**src/rtl/fifo_read_ctrl_gray.sv**
```systemverilog
// Read-side pointer controller for a dual-clock FIFO: owns the read pointer,
// synchronises the write Gray pointer into r_clk and derives registered status flags.
module fifo_read_ctrl_gray #(
  parameter int ADDR_WIDTH  = 4,
  parameter int SYNC_STAGES = 2,
  parameter int AE_THR      = 2
) (
  input  logic                  r_clk,
  input  logic                  r_rst,
  input  logic                  r_inc,
  input  logic [ADDR_WIDTH:0]   w_gptr,
  output logic [ADDR_WIDTH-1:0] r_addr,
  output logic [ADDR_WIDTH:0]   r_gptr,
  output logic                  empty,
  output logic                  almost_empty,
  output logic [ADDR_WIDTH:0]   r_level,
  output logic                  underflow
);

  localparam int PW = ADDR_WIDTH + 1;
  localparam logic [PW-1:0] AE_LIMIT = PW'(AE_THR);

  function automatic logic [PW-1:0] gray2bin(input logic [PW-1:0] g);
    logic [PW-1:0] b;
    b[PW-1] = g[PW-1];
    for (int i = PW - 2; i >= 0; i--) begin
      b[i] = b[i+1] ^ g[i];
    end
    return b;
  endfunction

  logic [PW-1:0] r_sync [SYNC_STAGES];
  logic [PW-1:0] r_bin;

  logic [PW-1:0] w_wq;
  logic [PW-1:0] w_wBinSync;
  logic          w_rdEn;
  logic [PW-1:0] w_binNxt;
  logic [PW-1:0] w_grayNxt;
  logic [PW-1:0] w_lvlNxt;

  // Only the Gray-coded pointer crosses domains, so a stale sample is off by at most one.
  always_ff @(posedge r_clk or negedge r_rst) begin
    if (!r_rst) begin
      for (int i = 0; i < SYNC_STAGES; i++) begin
        r_sync[i] <= '0;
      end
    end else begin
      r_sync[0] <= w_gptr;
      for (int i = 1; i < SYNC_STAGES; i++) begin
        r_sync[i] <= r_sync[i-1];
      end
    end
  end

  assign w_wq       = r_sync[SYNC_STAGES-1];
  assign w_wBinSync = gray2bin(w_wq);
  assign w_rdEn     = r_inc & ~empty;
  assign w_binNxt   = r_bin + PW'(w_rdEn);
  assign w_grayNxt  = w_binNxt ^ (w_binNxt >> 1);
  assign w_lvlNxt   = w_wBinSync - w_binNxt;

  // Status is computed from the post-read pointer so the last read flags empty on its own edge.
  always_ff @(posedge r_clk or negedge r_rst) begin
    if (!r_rst) begin
      r_bin        <= '0;
      r_addr       <= '0;
      r_gptr       <= '0;
      empty        <= 1'b1;
      almost_empty <= 1'b1;
      r_level      <= '0;
      underflow    <= 1'b0;
    end else begin
      r_bin        <= w_binNxt;
      r_addr       <= w_binNxt[ADDR_WIDTH-1:0];
      r_gptr       <= w_grayNxt;
      empty        <= (w_grayNxt == w_wq);
      almost_empty <= (w_lvlNxt <= AE_LIMIT);
      r_level      <= w_lvlNxt;
      underflow    <= r_inc & empty;
    end
  end

endmodule
```
**config.mk**
```make
export PLATFORM = sky130hd
export DESIGN_NAME = fifo_read_ctrl_gray
export DESIGN_NICKNAME = d
export VERILOG_FILES = /design/src/rtl/fifo_read_ctrl_gray.sv
export SDC_FILE = /design/constraint.sdc
export NUM_CORES = 1
export LEC_CHECK = 0
export BUFFER_PORTS_ARGS = -buffer_cell sky130_fd_sc_hd__clkbuf_2
export CAP_MARGIN = 30
export CORE_UTILIZATION = 40
export CTS_BUF_LIST = sky130_fd_sc_hd__clkbuf_16
export DETAILED_ROUTE_END_ITERATION = 8
export PLACE_DENSITY_LB_ADDON = 0.25
export SLEW_MARGIN = 20
export SYNTH_ARGS = -nofsm -noshare
export SYNTH_HDL_FRONTEND = slang
export SYNTH_SLANG_ARGS = --single-unit
```
**constraint.sdc**
```tcl
create_clock -name r_clk -period 3.85 [get_ports r_clk]
set_clock_uncertainty 0.2 [all_clocks]
set_input_delay 0.1925 -clock r_clk [delete_from_list [all_inputs] [get_ports r_clk]]
set_output_delay 0.1925 -clock r_clk [all_outputs]
set_load 0.1 [all_outputs]
```
==> flow_summary.toml <==
[sta]
tightest_slew_ps = 626.9
hold-worst-slack_ps = 147.4
relSlewSlack = 0.5821
rsz0062_at_grt = "false"
max_freq_mhz = 346.6
setup_viol = 0
min_period_over_period = 0.7494
drv_slew = 0
tns_ps = 0
period_needed_ps = 2885
hold_viol = 0

[die]
ios = 25
rows = 18
die_width_um = 55.06
dieArea_um2 = 3032
start_util = 0.4386
core_region_area_um2 = 2567
fp.dieH_um = 55.06

[worst_setup_path]
worst-setup-path-type = "register to register"
cp-end-kind = "register"
worstPathRequired_ps = 3830
cp_max_fo = 3
crit_arrival_ps = 2870
cp-start-kind = "register"

[final_layout]
utilization = 0.5595
fillers = 238
nNetsFinal = 135
drive_gt1_frac = 0.2689
area_growth_pct = 27.56
seq_area_um2 = 678.2
antenna_cells = 0
layout_common_cells = "dfrtp_1 (25), clkbuf_2 (24), xor2_1 (11)"
final_common_cell = "dfrtp_1"
multi_input_area_um2 = 425.4

[yosys]
synth_top_area_frac = 0.5556
netlist_area_um2 = 1126
synth_top_area_cell = "dfrtp_1"
synth_edf_count = 0
seq_area_frac_synth = 0.6022
ys_warn_count = 0
synth_area_per_cell_um2 = 13.41
synth_cell_types = 23
synth-seq-cells = 27
async_flop_share = 1.000
syn_nets = 99
synth.area.top_cells = "dfrtp_1 (56%), xor2_1 (8.6%), ha_1 (6.7%), xnor2_1 (6.2%), dfstp_2 (4.7%)"
synthFlopType = "dfrtp_1"
synth_cells = 84

[worst_hold_path]
hp-class = "register to register"

[clock_network]
clk_pin_slew_worst_paths_ps = 70
cts_tree = "yes"
htreeDepth = 1
cts_resized = 0
clk_latency_ps = 260
cts-root-buf = "clkbuf_16"
cts_sinks = 27
cts_buffers = 3
clockBufferDepth = 2

[grt]
grt_pass1_wl_um = 2877
grt_overflow = 0
grt_pass1_vias = 630
grt_max_degree = 28
track_usage = 0.1443
antenna_found_initial = 0

[routing]
routed_wl_um = 1731
first_pass_iters = 4
antenna_left = 0
drc = 0
wl_per_cell_um = 11.62
vias = 711
drt-initial-drc-count = 3
routed_via_density = 4.772

[placed_design]
dpl.hpwl_um = 1259
port_buffers = 24
gp_congestion = 0.7664

[run]
maxCapViolations = 0

[outcome]
status = "complete, no violations"
## layer usage
| metal | track usage | share of wire | up-vias |
|---|---|---|---|
| met5 | 0 | 0 | - |
| met4 | 0.09583 | 0.024 | 0 |
| met3 | 0.04372 | 0.036 | 6 |
| met2 | 0.2068 | 0.46 | 21 |
| met1 | 0.1864 | 0.48 | 341 |
| li1 | - | - | 343 |
## cells in the mapped netlist (2+ instances only)
cell type	n
inv_1	6
a21oi_1	3
nor2_1	2
ha_1	6
xor2_1	11
dfrtp_1	25
nand3_1	2
nor3_1	2
xnor2_1	8
dfstp_2	2
nand2_1	5
## cell families (layout without fill, tap and decap cells)
family,count (synthesis),in the layout,share of synthesized area
and+or+nand+nor,16,16,0.07002
adders and majority gates,7,7,0.08444
xor gates and xnor gates,21,21,0.1822
AOI/OAI and AO/OA,7,7,0.04112
buffers and inverters,6,41,0.02000
DFF,27,27,0.6022
## state kept, by name, indices dropped and copies added, names as in the netlist
name / count
almost_empty: 1
w_wq: 5
r_level: 5
r_gptr: 4
underflow: 1
r_addr: 3
r_bin: 2
r_sync: 5
empty: 1
## path summary, 6_finish.rpt
check / from / endpoint / slack, ps / cells after the start
worst max-delay path: w_wq[4] / almost_empty / 960 / 11
worst min-delay path: r_sync[9] / w_wq[4] / 150 / 0
worst max register to register: w_wq[4] / almost_empty / 960 / 11
worst min register to register: r_sync[9] / w_wq[4] / 150 / 0
max in group asynchronous: r_rst / w_wq[1] / 2760 / 2
min in group asynchronous: r_rst / r_addr[0] / 280 / 2
## layout make-up
cell class / count / share of cell area
clock buffers: 3 / 0.05226
inverters: 6 / 0.01568
well taps: 30 / 0.02613
flip-flops and latches: 27 / 0.4721
multi-input cells: 51 / 0.2962
repair buffers: 31 / 0.1324
clock inverters: 1 / 0.005226
## stage by stage
stage               worst slack [ps]  instances  area (um2)
finish                         964.9        149        1436
global route                   727.2        149        1436
CTS                            945.3        149        1436
detailed placement             995.5        138        1284
global placement                1103        138        1284
floorplan                      906.9         84        1126
## worst max-delay path, stage by stage, from the launching register on
cell,delay [ps]
dfrtp_1,410
xor2_2,250
xor2_1,260
xor2_1,340
xnor2_1,170
ha_1,200
inv_1,60
fa_1,400
nand2_1,90
o21ai_2,50
xor2_1,170
nor3_1,190
## what timing repair did
action | CTS | global route
hold buffers | 7 | 0
endpoints found under the hold margin | 31 | 0
buffers inserted | 0 | 0
endpoints found under the setup margin | 0 | 0
Power is left out: the tool's default activity adds up to more than one toggle a clock period on the data nets, which glitch-free logic cannot reach.
